--- config.mk ---
export PLATFORM = sky130hd
export DESIGN_NAME = scan_select_sequencer
export DESIGN_NICKNAME = d
export VERILOG_FILES = /design/src/rtl/scan_select_sequencer.sv
export SDC_FILE = /design/constraint.sdc
export NUM_CORES = 1
export LEC_CHECK = 0
export BUFFER_PORTS_ARGS = -buffer_cell sky130_fd_sc_hd__buf_2
export CAP_MARGIN = 20
export CORE_AREA = 2 2 73 75
export DETAILED_ROUTE_END_ITERATION = 7
export DIE_AREA = 0 0 75 77
export SLEW_MARGIN = 20
export SYNTH_ARGS = -nofsm -noshare
export SYNTH_HDL_FRONTEND = slang
export SYNTH_SLANG_ARGS = --single-unit
--- constraint.sdc ---
create_clock -name clk -period 4.1 [get_ports clk]
set_input_delay 0.205 -clock clk [delete_from_list [all_inputs] [get_ports clk]]
set_output_delay 0.205 -clock clk [all_outputs]
set_load 0.02 [all_outputs]
--- src/rtl/scan_select_sequencer.sv ---
// Scan-select sequencer: steps a 3-bit decoder index through the enabled channels
// with a programmable dwell. Define SCAN_BLANK_EN to insert a blanking gap between channels.
module scan_select_sequencer #(
    parameter int DWELL_W      = 8,
    parameter int BLANK_CYCLES = 2
) (
    input  logic               clk,
    input  logic               rst,
    input  logic               start,
    input  logic               stop,
    input  logic               cont,
    input  logic [7:0]         ch_mask,
    input  logic [DWELL_W-1:0] dwell,
    output logic [2:0]         sel,
    output logic               sel_valid,
    output logic               busy,
    output logic               frame_done
);

    typedef enum logic [1:0] {IDLE, ACTIVE, BLANK} state_t;

    state_t             state, nxt_state;
    logic [7:0]         mask_q, nxt_mask;
    logic [DWELL_W-1:0] dwell_q, nxt_dwell;
    logic [DWELL_W-1:0] cnt, nxt_cnt;
    logic [2:0]         nxt_sel;
    logic [3:0]         up, nxt_up;
    logic [2:0]         wrap_sel;

    // {found, index} of the lowest set bit of m strictly above s
    function automatic logic [3:0] next_above(input logic [7:0] m, input logic [2:0] s);
        logic [3:0] r;
        r = 4'b0000;
        for (int i = 7; i >= 0; i--) begin
            if (m[i] && (i > int'(s)))
                r = {1'b1, 3'(i)};
        end
        return r;
    endfunction

    function automatic logic [2:0] lowest_bit(input logic [7:0] m);
        logic [2:0] r;
        r = 3'd0;
        for (int i = 7; i >= 0; i--) begin
            if (m[i])
                r = 3'(i);
        end
        return r;
    endfunction

`ifdef SCAN_BLANK_EN
    localparam int BW = (BLANK_CYCLES > 1) ? $clog2(BLANK_CYCLES) : 1;
    logic [BW-1:0] bcnt, nxt_bcnt;
`endif

    assign up       = next_above(mask_q, sel);
    assign wrap_sel = lowest_bit(ch_mask);
    assign nxt_up   = next_above(nxt_mask, nxt_sel);

    always_comb begin
        nxt_state = state;
        nxt_mask  = mask_q;
        nxt_dwell = dwell_q;
        nxt_cnt   = cnt;
        nxt_sel   = sel;
`ifdef SCAN_BLANK_EN
        nxt_bcnt  = bcnt;
`endif
        case (state)
            IDLE: begin
                if (!stop && start && (ch_mask != 8'h00)) begin
                    nxt_state = ACTIVE;
                    nxt_mask  = ch_mask;
                    nxt_dwell = dwell;
                    nxt_sel   = wrap_sel;
                    nxt_cnt   = '0;
                end
            end
            ACTIVE: begin
                if (stop) begin
                    nxt_state = IDLE;
                end else if (cnt != dwell_q) begin
                    nxt_cnt = cnt + 1'b1;
                end else if (up[3]) begin
                    nxt_sel = up[2:0];
                    nxt_cnt = '0;
`ifdef SCAN_BLANK_EN
                    nxt_state = BLANK;
                    nxt_bcnt  = '0;
`endif
                end else if (cont && (ch_mask != 8'h00)) begin
                    // Continuous wrap picks up whatever mask/dwell is presented now
                    nxt_mask  = ch_mask;
                    nxt_dwell = dwell;
                    nxt_sel   = wrap_sel;
                    nxt_cnt   = '0;
`ifdef SCAN_BLANK_EN
                    nxt_state = BLANK;
                    nxt_bcnt  = '0;
`endif
                end else begin
                    nxt_state = IDLE;
                end
            end
`ifdef SCAN_BLANK_EN
            BLANK: begin
                if (stop)
                    nxt_state = IDLE;
                else if (bcnt == BW'(BLANK_CYCLES - 1))
                    nxt_state = ACTIVE;
                else
                    nxt_bcnt = bcnt + 1'b1;
            end
`endif
            default: nxt_state = IDLE;
        endcase
    end

    // frame_done is registered, so it is computed from the next-cycle state:
    // high when the coming cycle is the terminal dwell of the last channel.
    always_ff @(posedge clk or posedge rst) begin
        if (rst) begin
            state      <= IDLE;
            mask_q     <= '0;
            dwell_q    <= '0;
            cnt        <= '0;
            sel        <= '0;
            sel_valid  <= 1'b0;
            busy       <= 1'b0;
            frame_done <= 1'b0;
`ifdef SCAN_BLANK_EN
            bcnt       <= '0;
`endif
        end else begin
            state      <= nxt_state;
            mask_q     <= nxt_mask;
            dwell_q    <= nxt_dwell;
            cnt        <= nxt_cnt;
            sel        <= nxt_sel;
            sel_valid  <= (nxt_state == ACTIVE);
            busy       <= (nxt_state != IDLE);
            frame_done <= (nxt_state == ACTIVE) && (nxt_cnt == nxt_dwell) && !nxt_up[3];
`ifdef SCAN_BLANK_EN
            bcnt       <= nxt_bcnt;
`endif
        end
    end

endmodule

==> results of run 1 <==
==> worst max-delay path, cell delays in order, from the launching register on <==
cell and delay, ns:
dfrtp_1 0.55, o21ba_2 0.22, nor4_1 0.43, and3_1 0.39
a41o_1 0.42, buf_4 0.28, mux2_4 0.32, o21ba_4 0.22
o21bai_2 0.07, a2111oi_4 0.33
==> final timing paths <==
kind | from | to | cells after the start
max | sel[2]$_DFF_PP0_ | frame_done$_DFF_PP0_ | 9
min | rst | mask_q[5]$_DFF_PP0_ | 3
max reg2reg | sel[2]$_DFF_PP0_ | frame_done$_DFF_PP0_ | 9
min reg2reg | dwell_q[7]$_DFF_PP0_ | dwell_q[7]$_DFF_PP0_ | 1
max in group asynchronous | rst | dwell_q[4]$_DFF_PP0_ | 3
min in group clk | dwell[0] | dwell_q[0]$_DFF_PP0_ | 2
==> cells by family after synthesis <==
group | after synthesis
DFF | 31
buffers and inverters | 17
and+or+nand+nor | 78
other | 1
AOI/OAI and AO/OA | 58
xor gates and xnor gates | 16
adders and majority gates | 1
muxes | 15
==> layout make-up <==
| type | instances | area (um2) |
|---|---|---|
| sequential | 31 | 776 |
| clock buffer | 6 | 72.6 |
| inverter | 6 | 22.5 |
| clock inverter | 2 | 12.5 |
| tap | 70 | 87.6 |
| multi-input combinational | 169 | 1210 |
| fill | 486 | 2640 |
| timing repair buffer | 30 | 160 |
==> cell usage in the layout (no fill, tap or decap), types with 2 or more instances in the layout <==
master	instances
nor4_1	2
o22ai_1	2
mux2_2	7
nand4_1	4
a2bb2oi_1	2
nand2b_1	3
o211a_1	3
nand2_1	13
dfrtp_1	31
o21ba_2	2
nor4b_1	2
buf_2	26
nor2b_1	8
nand3_1	9
a211oi_1	3
or2_2	3
clkbuf_8	5
nor3_1	7
a21oi_1	15
inv_1	6
o21ai_0	8
nor2_1	15
xnor2_1	15
buf_4	4
o21a_1	2
mux2i_1	2
or4_1	4
mux2_4	6
a31oi_1	2
==> metal layers <==
layer | vias up | track usage, % | share of wire (%)
met5 | - | 0 | 0
met4 | 0 | 5.71 | 1.4
met3 | 6 | 4.07 | 4.8
met2 | 50 | 26.2 | 45
met1 | 854 | 30.3 | 49
li1 | 844 | - | -
==> state kept, by name (all words and copies together), names as in the netlist <==
name	flops
state	2
dwell_q	8
mask_q	7
frame_done	1
sel	3
cnt	8
busy	1
sel_valid	1
==> power groups by stage <==
| stage | combinational, mW | clock, mW | sequential (mW) |
|---|---|---|---|
| 5_1_grt | 0.344 | 0.264 | 0.420 |
| 4_1_cts | 0.311 | 0.244 | 0.410 |
| 3_5_place_dp | 0.309 | 0 | 0.415 |
| 2_1_floorplan | 0.254 | 0 | 0.395 |
| 6_report | 0.310 | 0.240 | 0.411 |
| 3_3_place_gp | 0.309 | 0 | 0.415 |
==> through the flow <==
| step | hold WS, ns | cell area [um2] | power [mW] | utilization, % |
|---|---|---|---|---|
| after floorplan | 0.309 | 2080 | 0.649 | - |
| after global placement | 0.314 | 2250 | 0.724 | 45.3 |
| after detailed placement | 0.317 | 2250 | 0.725 | 45.3 |
| after CTS | 0.00943 | 2340 | 0.964 | 47.0 |
| after global routing | 0.0317 | 2340 | 1.03 | 47.0 |
| final | -0.00538 | 2340 | 0.961 | 47.0 |
==> qor.csv, run 1 <==
stage;metric;value;unit
sta;setup TNS;0;ns
clocking;cts bufs inserted;5;
clocking;Reg clk slew, reported paths;0.07;ns
pwr;power per cell area;411;nW/um2
routing;DR iter-0 viols;142;
yosys;sequential share of the synthesized area;37.4;%
pwr;Reg power frac;42.7;%
clocking;Post-CTS Setup Inserts;0;
die;die height;77;um
grt;largest net degree at the start of global routing;32;
sta;RSZ-0062 raised after global routing;no;
pwr;LEAKAGE;1.00;nW
yosys;ys async rst share;100;%
yosys;multiplexer share of the synthesized area;9.10;%
pwr;VDD IR max;0.000204;V
cells_and_area;area growth from synthesis to layout;12.7;%
routing;Final ANT Viol Nets;0;
yosys;Synth Area in Compound Gates;21.2;%
yosys;Top FF cell, synth;dfrtp_1;
worst_setup_path;Worst Path Arrival;3.52;ns
sta;Final period util;81.4;%
sta;count of final max-slew check failures;0;
grt;initial antenna violation count;0;
sta;Slew Limit Headroom;43.5;%
clocking;CTS H-tree depth;2;
yosys;Synth warnings;0;
yosys;synthesized instance count;217;
die;IO Pins;27;
sta;Worst Max-Slew Pin Slew;0.847;ns
sta;setup ws final;0.764;ns
pwr;Net Switching;0.336;mW
clocking;CTS tree;yes;
placed_design;Place WS;0.797;ns
yosys;Synth area leader;dfrtp_1;
die;area of the die;5780;um2
clocking;Root Driver;clkbuf_8;
yosys;most numerous cell in the Yosys netlist;dfrtp_1;
yosys;Post-Synthesis Cell Area;2080;um2
placed_design;Placer Congestion;0.901;
yosys;post-synthesis adder-cell area fraction;0.603;%
placed_design;placed insts;306;
cells_and_area;# diodes;0;
job;Max-cap violations;0;
grt;vias in the first global route;1700;
die;num rows;26;
die;initial core utilization;41.7;%
pwr;power share of the clock group;24.9;%
placed_design;input/output buffers;26;
routing;wire length per cell;15.7;um
sta;skew final;0.00895;ns
clocking;Sink Count;31;
yosys;post-synthesis xor/xnor area fraction;6.75;%
cells_and_area;net count reported at finish;265;
worst_setup_path;Crit path required time;4.28;ns
pwr;P_int;0.625;mW
routing;via/cell ratio;5.59;
routing;Vias;1754;
yosys;Synth Net Count;239;
run_status;violated checks;negative hold slack;
sta;final setup fails;0;
yosys;top cell type's share of synthesized area;37.4;%
yosys;Post-Synth Simple-Gate Area;20.3;%
grt;global route total overflow;0;
yosys;top post-synthesis cells by area;dfrtp_1 37%, xnor2_1 6.3%, mux2_4 4.3%;
cells_and_area;layout cells sized above 1;26.6;%
worst_setup_path;critical path type;reg -> reg;
clocking;clock insertion delay at the later pin of the skew report;0.28;ns
sta;Hold Vio Cnt, Final;12;
grt;first-pass GRT wire length;8.52;mm
placed_design;post-DP HPWL;3.70;mm
yosys;top cells by count, synth;31 x dfrtp_1, 15 x a21oi_1, 15 x nor2_1, 15 x xnor2_1, 13 x nand2_1;
run_status;status;finished with violations;
grt;Total GRT Usage;19.3;%
clocking;hold_buf cts;0;
min_path;Hold Crit Class;in -> async;
pwr;sw frac;35.0;%
yosys;synthesized area per cell;9.57;um2
routing;final wirelength;4.92;mm
clocking;cts repair resizes;0;
sta;fmax;300;MHz
yosys;Yosys cell types;60;
sta;Hold Slack;-0.00538;ns
yosys;Post-synth EDFFs;0;
yosys;synthesis-stage register bit count;31;
clocking;CTS Buffer Depth;2;
routing;DRC;0;
die;die span in x;75;um
yosys;largest family of logic cells by synthesized area;compound AO/OA/AOI/OAI gates;
worst_setup_path;CP endpoint kind;register;
sta;post-layout minimum cycle time;3.34;ns
pwr;Logic pwr share;32.3;%
worst_setup_path;reg2reg setup slack;0.76;ns
routing;drt pass-1 iters;4;
worst_setup_path;CP max FO;12;
die;core area;4980;um2
cells_and_area;post-layout instance count excluding filler cells;314;
worst_setup_path;startpoint types;register;
Note: power is estimated with default switching activity, not from simulation.
==> run 2: changes to the inputs <==
==> constraint.sdc (replaced) <==
create_clock -name clk -period 3.1 [get_ports clk]
set_input_delay 0.155 -clock clk [delete_from_list [all_inputs] [get_ports clk]]
set_output_delay 0.155 -clock clk [all_outputs]
set_load 0.02 [all_outputs]
==> qor.csv, run 2 (synthesis gave the netlist of run 1 again) <==
stage;metric;value;unit;change
run_status;status;complete, no violations;;was finished with violations
min_path;hold path cells;2;;
cells_and_area;Final Util;48.8;%;was 47.0%
worst_setup_path;critical path type;reg -> reg;;unchanged
sta;setup TNS;0;ns;unchanged
placed_design;input/output buffers;26;;unchanged
pwr;Tot Pwr;1.32;mW;was 0.961 mW
routing;final wirelength;5.16;mm;was 4.92 mm
sta;setup ws final;0.180;ns;was 0.764 ns
worst_setup_path;Worst R2R Path Depth;11;;was 9
clocking;cts bufs inserted;5;;unchanged
routing;wire length per cell;15.8;um;was 15.7 um
cells_and_area;leading cell type in the layout, fill and taps excluded;dfrtp_1;;unchanged
sta;Slew Limit Headroom;58.2;%;was 43.5%
sta;Worst Max-Slew Pin Slew;0.624;ns;was 0.847 ns
job;Max-cap violations;0;;unchanged
grt;first-pass GRT wire length;8.76;mm;was 8.52 mm
worst_setup_path;CP endpoint kind;register;;unchanged
worst_setup_path;CP max FO;11;;was 12
clocking;CTS Buffer Depth;2;;unchanged
die;num rows;26;;unchanged
clocking;CTS H-tree depth;2;;unchanged
routing;via/cell ratio;5.46;;was 5.59
pwr;VDD IR max;0.000386;V;was 0.000204 V
die;initial core utilization;41.7;%;unchanged
cells_and_area;commonest non-fill, non-tap cells in the layout;31 x dfrtp_1, 26 x buf_2;;was 31 x dfrtp_1, 26 x buf_2, 15 x nor2_1, 15 x xnor2_1, 15 x a21oi_1
pwr;power per cell area;541;nW/um2;was 411 nW/um2
sta;skew final;0.0107;ns;was 0.00895 ns
clocking;clock insertion delay at the later pin of the skew report;0.29;ns;was 0.28 ns
clocking;Reg clk slew, reported paths;0.07;ns;about the same
clocking;Root Driver;clkbuf_8;;unchanged
grt;global route total overflow;0;;unchanged
clocking;Sink Count;31;;unchanged
sta;Hold Slack;0.114;ns;was -0.00538 ns
placed_design;Place WS;0.182;ns;was 0.797 ns
worst_setup_path;Crit path required time;3.29;ns;was 4.28 ns
grt;Total GRT Usage;19.9;%;was 19.3%
worst_setup_path;startpoint types;register;;unchanged
clocking;CTS tree;yes;;unchanged
sta;fmax;343;MHz;was 300 MHz
sta;count of final max-slew check failures;0;;unchanged
grt;largest net degree at the start of global routing;32;;unchanged
sta;Hold Vio Cnt, Final;0;;was 12
min_path;Hold Crit Class;in -> reg;;was in -> async
die;IO Pins;27;;unchanged
placed_design;post-DP HPWL;3.94;mm;was 3.70 mm
sta;RSZ-0062 raised after global routing;no;;unchanged
routing;DRC;0;;unchanged
routing;drt pass-1 iters;4;;unchanged
cells_and_area;layout cells sized above 1;29.7;%;was 26.6%
die;core area;4980;um2;unchanged
die;die height;77;um;unchanged
sta;Final period util;94.2;%;was 81.4%
pwr;LEAKAGE;1.06;nW;was 1.00 nW
cells_and_area;net count reported at finish;277;;was 265
sta;post-layout minimum cycle time;2.92;ns;was 3.34 ns
worst_setup_path;Worst Path Arrival;3.11;ns;was 3.52 ns
routing;Vias;1781;;was 1754
cells_and_area;# diodes;0;;unchanged
clocking;Post-CTS Setup Inserts;0;;unchanged
routing;Final ANT Viol Nets;0;;unchanged
clocking;cts repair resizes;0;;unchanged
grt;vias in the first global route;1762;;was 1700
die;area of the die;5780;um2;unchanged
routing;DR iter-0 viols;132;;was 142
die;die span in x;75;um;unchanged
placed_design;Placer Congestion;0.908;;was 0.901
sta;final setup fails;0;;unchanged
grt;initial antenna violation count;0;;unchanged
cells_and_area;Largest regs;cnt: 8 flops, dwell_q: 8 flops, mask_q: 7 flops;;unchanged
cells_and_area;area growth from synthesis to layout;17.1;%;was 12.7%
clocking;hold_buf cts;1;;was 0
run 2: critical path: stages (launching register included):
cell and delay (ns):
dfrtp_1 0.40, o21ba_2 0.23, nor4_1 0.34, buf_4 0.19, and3_1 0.19, a41o_1 0.18, buf_4 0.24, mux2_4 0.34
xnor2_1 0.15, nor2b_1 0.15, nand4_1 0.15, a2111oi_4 0.28
run 2: layout make-up:
class | instances | area, um2
Clock buffer | 6 | 72.6
Fill cell | 483 | 2550
Clock inverter | 2 | 12.5
Sequential cell | 31 | 776
Tap cell | 70 | 87.6
Inverter | 6 | 22.5
Multi-Input combinational cell | 169 | 1210
Timing Repair Buffer | 42 | 253
run 2: power by group:
part,internal (mW),switching (mW)
combinational,0.233,0.244
sequential,0.466,0.0536
clock,0.157,0.162
total,0.856,0.459
run 2: stage by stage:
step,area [um2],cells
after detailed placement,2340,317
after global routing,2430,326
after global placement,2340,317
final,2430,326
after CTS,2430,326
after floorplan,2080,217
run 2: final timing paths:
kind	from	endpoint	slack (ns)
hold / removal	dwell[6]	dwell_q[6]$_DFF_PP0_	0.11
min in group asynchronous	rst	mask_q[7]$_DFF_PP0_	0.49
hold reg to reg	dwell_q[4]$_DFF_PP0_	dwell_q[4]$_DFF_PP0_	0.56
max in group asynchronous	rst	dwell_q[4]$_DFF_PP0_	2.30
setup / recovery	mask_q[4]$_DFF_PP0_	frame_done$_DFF_PP0_	0.18
setup reg to reg	mask_q[4]$_DFF_PP0_	frame_done$_DFF_PP0_	0.18
run 2: routing by layer:
metal / up-vias / track usage (%) / routed length, um
li1: 870 / - / -
met4: 0 / 7.32 / 80
met5: - / 0 / 0
met1: 847 / 29.1 / 2430
met3: 8 / 4.07 / 288
met2: 56 / 28.8 / 2360
==> run 3: changes to the inputs <==
--- a/config.mk
+++ b/config.mk
@@ -5,11 +5,13 @@
 export SDC_FILE = /design/constraint.sdc
 export NUM_CORES = 1
 export LEC_CHECK = 0
+export ABC_AREA = 1
 export BUFFER_PORTS_ARGS = -buffer_cell sky130_fd_sc_hd__buf_2
 export CAP_MARGIN = 20
-export CORE_AREA = 2 2 73 75
+export CORE_AREA = 2 2 79 81
 export DETAILED_ROUTE_END_ITERATION = 7
-export DIE_AREA = 0 0 75 77
+export DIE_AREA = 0 0 81 83
+export SETUP_SLACK_MARGIN = 0.4
 export SLEW_MARGIN = 20
 export SYNTH_ARGS = -nofsm -noshare
 export SYNTH_HDL_FRONTEND = slang
==> qor.csv, run 3 <==
stage;metric;value;unit;change
job;Max-cap violations;0;;unchanged
grt;Total GRT Usage;19.5;%;was 19.9%
worst_setup_path;Crit path max-delay family;simple AND/OR/NAND/NOR gates;;unchanged
routing;DR iter-0 viols;123;;was 132
yosys;Post-Synthesis Cell Area;2450;um2;was 2080 um2
worst_setup_path;startpoint types;register;;unchanged
yosys;Yosys cell types;33;;was 60
sta;Hold Vio Cnt, Final;0;;unchanged
yosys;Synth area leader;dfrtp_1;;unchanged
die;num rows;28;;was 26
grt;first-pass GRT wire length;10.4;mm;was 8.76 mm
worst_setup_path;critical path type;reg -> reg;;unchanged
worst_setup_path;worst-path cell chain;inv_2, nand2_1, nand2_1, nand2_1, nor2_4, nand2_4, nor2_4, nand3_4, nand2_8, nand2_2, nand2_2, nor2_1, nor2_1, nand2_1, nor2_1, nand3_1, nor2_1;;was o21ba_2, nor4_1, buf_4, and3_1, a41o_1, buf_4, mux2_4, xnor2_1, nor2b_1, nand4_1, a2111oi_4
clocking;Root Driver;clkbuf_8;;unchanged
clocking;CTS Buffer Depth;2;;unchanged
worst_setup_path;CP bufs+invs;1;;was 2
sta;fmax;425;MHz;was 343 MHz
sta;skew final;0.00497;ns;was 0.0107 ns
clocking;Sink Count;31;;unchanged
sta;count of final max-slew check failures;0;;unchanged
placed_design;Placer Congestion;0.921;;was 0.908
grt;largest net degree at the start of global routing;32;;unchanged
sta;RSZ-0062 raised after global routing;no;;unchanged
yosys;synthesis-stage register bit count;31;;unchanged
worst_setup_path;Crit path required time;3.31;ns;was 3.29 ns
yosys;synthesized area per cell;6.27;um2;was 9.57 um2
grt;initial antenna violation count;0;;unchanged
die;area of the die;6720;um2;was 5780 um2
die;IO Pins;27;;unchanged
cells_and_area;# diodes;0;;unchanged
yosys;Top FF cell, synth;dfrtp_1;;unchanged
grt;global route total overflow;0;;unchanged
cells_and_area;area growth from synthesis to layout;12.1;%;was 17.1%
placed_design;post-DP HPWL;4.79;mm;was 3.94 mm
sta;Worst Max-Slew Pin Slew;0.532;ns;was 0.624 ns
worst_setup_path;Worst Path Arrival;2.57;ns;was 3.11 ns
yosys;top cell type's share of synthesized area;31.6;%;was 37.4%
worst_setup_path;slowest stage delay, CP;0.49;ns;was 0.40 ns
yosys;most numerous cell in the Yosys netlist;nand2_1;;was dfrtp_1
die;die span in x;81;um;was 75 um
worst_setup_path;CP endpoint kind;register;;unchanged
routing;DR top layer;met4;;unchanged
yosys;top cells by count, synth;135 x nand2_1, 51 x inv_1, 39 x nor2_1, 32 x nand3_1, 31 x dfrtp_1;;was 31 x dfrtp_1, 15 x a21oi_1, 15 x nor2_1, 15 x xnor2_1, 13 x nand2_1
clocking;Post-CTS Setup Inserts;0;;unchanged
yosys;Post-synth EDFFs;0;;unchanged
worst_setup_path;CP max FO;21;;was 11
pwr;VDD IR max;0.000265;V;was 0.000386 V
yosys;Synth warnings;0;;unchanged
yosys;ys async rst share;100;%;unchanged
placed_design;input/output buffers;26;;unchanged
routing;routed wl met2;2.78;mm;was 2.36 mm
sta;Final period util;75.9;%;was 94.2%
sta;setup TNS;0;ns;unchanged
sta;post-layout minimum cycle time;2.35;ns;was 2.92 ns
routing;via/cell ratio;4.88;;was 5.46
clocking;Reg clk slew, reported paths;0.07;ns;about the same
routing;wire length per cell;12.4;um;was 15.8 um
pwr;power per cell area;642;nW/um2;was 541 nW/um2
cells_and_area;Largest regs;cnt: 8 flops, dwell_q: 8 flops, mask_q: 7 flops;;unchanged
cells_and_area;net count reported at finish;441;;was 277
cells_and_area;layout cells sized above 1;17.4;%;was 29.7%
yosys;sequential share of the synthesized area;31.6;%;was 37.4%
clocking;clock insertion delay at the later pin of the skew report;0.28;ns;was 0.29 ns
cells_and_area;leading cell type in the layout, fill and taps excluded;nand2_1;;was dfrtp_1
die;initial core utilization;42.1;%;was 41.7%
routing;wl on met1;3.04;mm;was 2.43 mm
clocking;cts bufs inserted;5;;unchanged
clocking;CTS H-tree depth;2;;unchanged
sta;Slew Limit Headroom;64.4;%;was 58.2%
routing;met3 wire len;280;um;was 288 um
routing;drt pass-1 iters;5;;was 4
grt;vias in the first global route;2218;;was 1762
yosys;top post-synthesis cells by area;dfrtp_1 32%, nand2_1 21%, inv_1 7.8%;;was dfrtp_1 37%, xnor2_1 6.3%, mux2_4 4.3%
routing;Vias;2412;;was 1781
yosys;Synth Net Count;413;;was 239
pwr;LEAKAGE;1.53;nW;was 1.06 nW
sta;Hold Slack;0.108;ns;was 0.114 ns
clocking;CTS tree;yes;;unchanged
cells_and_area;commonest non-fill, non-tap cells in the layout;135 x nand2_1, 51 x inv_1, 39 x nor2_1;;was 31 x dfrtp_1, 26 x buf_2
cells_and_area;fill count;641;;was 483
sta;final setup fails;0;;unchanged
routing;DRC;0;;unchanged
run_status;status;complete, no violations;;unchanged
die;die height;83;um;was 77 um
routing;Final ANT Viol Nets;0;;unchanged
die;core area;5820;um2;was 4980 um2
yosys;synthesized instance count;391;;was 217
worst_setup_path;Slowest cell on crit path;dfrtp_1;;unchanged
routing;final wirelength;6.14;mm;was 5.16 mm
min_path;Hold Crit Class;in -> reg;;unchanged
## run 3: changes by cell type after synthesis, moves of 7 or more
cell,previous run,this run
xnor2_1,15,3
inv_2,0,11
nand2_2,0,11
mux2_2,7,0
inv_1,6,51
nor2_1,15,39
nand2_1,13,135
nor2b_1,8,0
nand3_1,9,32
## run 3: worst paths after layout
path	startpoint	endpoint	slack (ns)	cells past startpoint
worst max-delay path	cnt[4]$_DFF_PP0_	frame_done$_DFF_PP0_	0.75	17
worst min-delay path	dwell[1]	dwell_q[1]$_DFF_PP0_	0.11	3
worst max register to register	cnt[4]$_DFF_PP0_	frame_done$_DFF_PP0_	0.75	17
worst min register to register	mask_q[5]$_DFF_PP0_	mask_q[5]$_DFF_PP0_	0.54	2
max in group asynchronous	rst	sel[0]$_DFF_PP0_	2.30	4
min in group asynchronous	rst	dwell_q[6]$_DFF_PP0_	0.50	4
## run 3: layout make-up
cell class / instances / area [um2] / area share, %
Clock buffer: 6 / 72.6 / 2.64
Clock inverter: 1 / 30.0 / 1.09
Inverter: 63 / 236 / 8.60
Multi-Input combinational cell: 289 / 1390 / 50.4
Sequential cell: 31 / 776 / 28.2
Tap cell: 75 / 93.8 / 3.41
Timing Repair Buffer: 29 / 155 / 5.64
## run 3: where the power goes
part           leakage (nW)  internal, mW  switching, mW
registers             0.373         0.492          0.124
clock network        0.0513         0.236          0.156
logic                  1.10         0.270          0.486
## run 3: repair_timing
item,in CTS,in global routing
hold buffers,1,0
resized for setup,0,1
setup endpoints to repair,0,1
endpoints found under the hold margin,31,0
## run 3: metrics by stage
stage	total power [mW]	setup slack, ns	util [%]	cell area (um2)	instances
2_1_floorplan	1.21	1.05	-	2450	391
3_3_place_gp	1.38	0.687	45.2	2630	486
3_5_place_dp	1.37	0.676	45.2	2630	486
4_1_cts	1.77	0.673	47.1	2740	494
5_1_grt	1.92	0.462	47.3	2750	494
6_report	1.76	0.746	47.3	2750	494
## run 3: worst reg2reg max path: stages (launching register included)
cell and delay (ns):
dfrtp_1 0.49, inv_2 0.13, nand2_1 0.06, nand2_1 0.05, nand2_1 0.08, nor2_4 0.13, nand2_4 0.11, nor2_4 0.16
nand3_4 0.20, nand2_8 0.22, nand2_2 0.08, nand2_2 0.08, nor2_1 0.04, nor2_1 0.17, nand2_1 0.07, nor2_1 0.10
nand3_1 0.07, nor2_1 0.08
## run 3: cell families (layout without fill, tap and decap cells)
group / Yosys count / in the layout / share of synthesized area, %
other: 1 / 1 / 0.153
AO/OA/AOI/OAI: 40 / 40 / 8.88
flip-flops: 31 / 31 / 31.6
adder cells (fa/ha/maj): 1 / 1 / 0.510
XOR/XNOR: 6 / 6 / 2.14
buffers and inverters: 71 / 99 / 12.2
AND/OR/NAND/NOR: 241 / 241 / 44.5
## run 3: metal layers
metal | vias to the layer above | GRT usage, %
met4 | 0 | 4.93
met2 | 70 | 30.7
met5 | - | 0
li1 | 1268 | -
met3 | 4 | 3.04
met1 | 1070 | 27.9
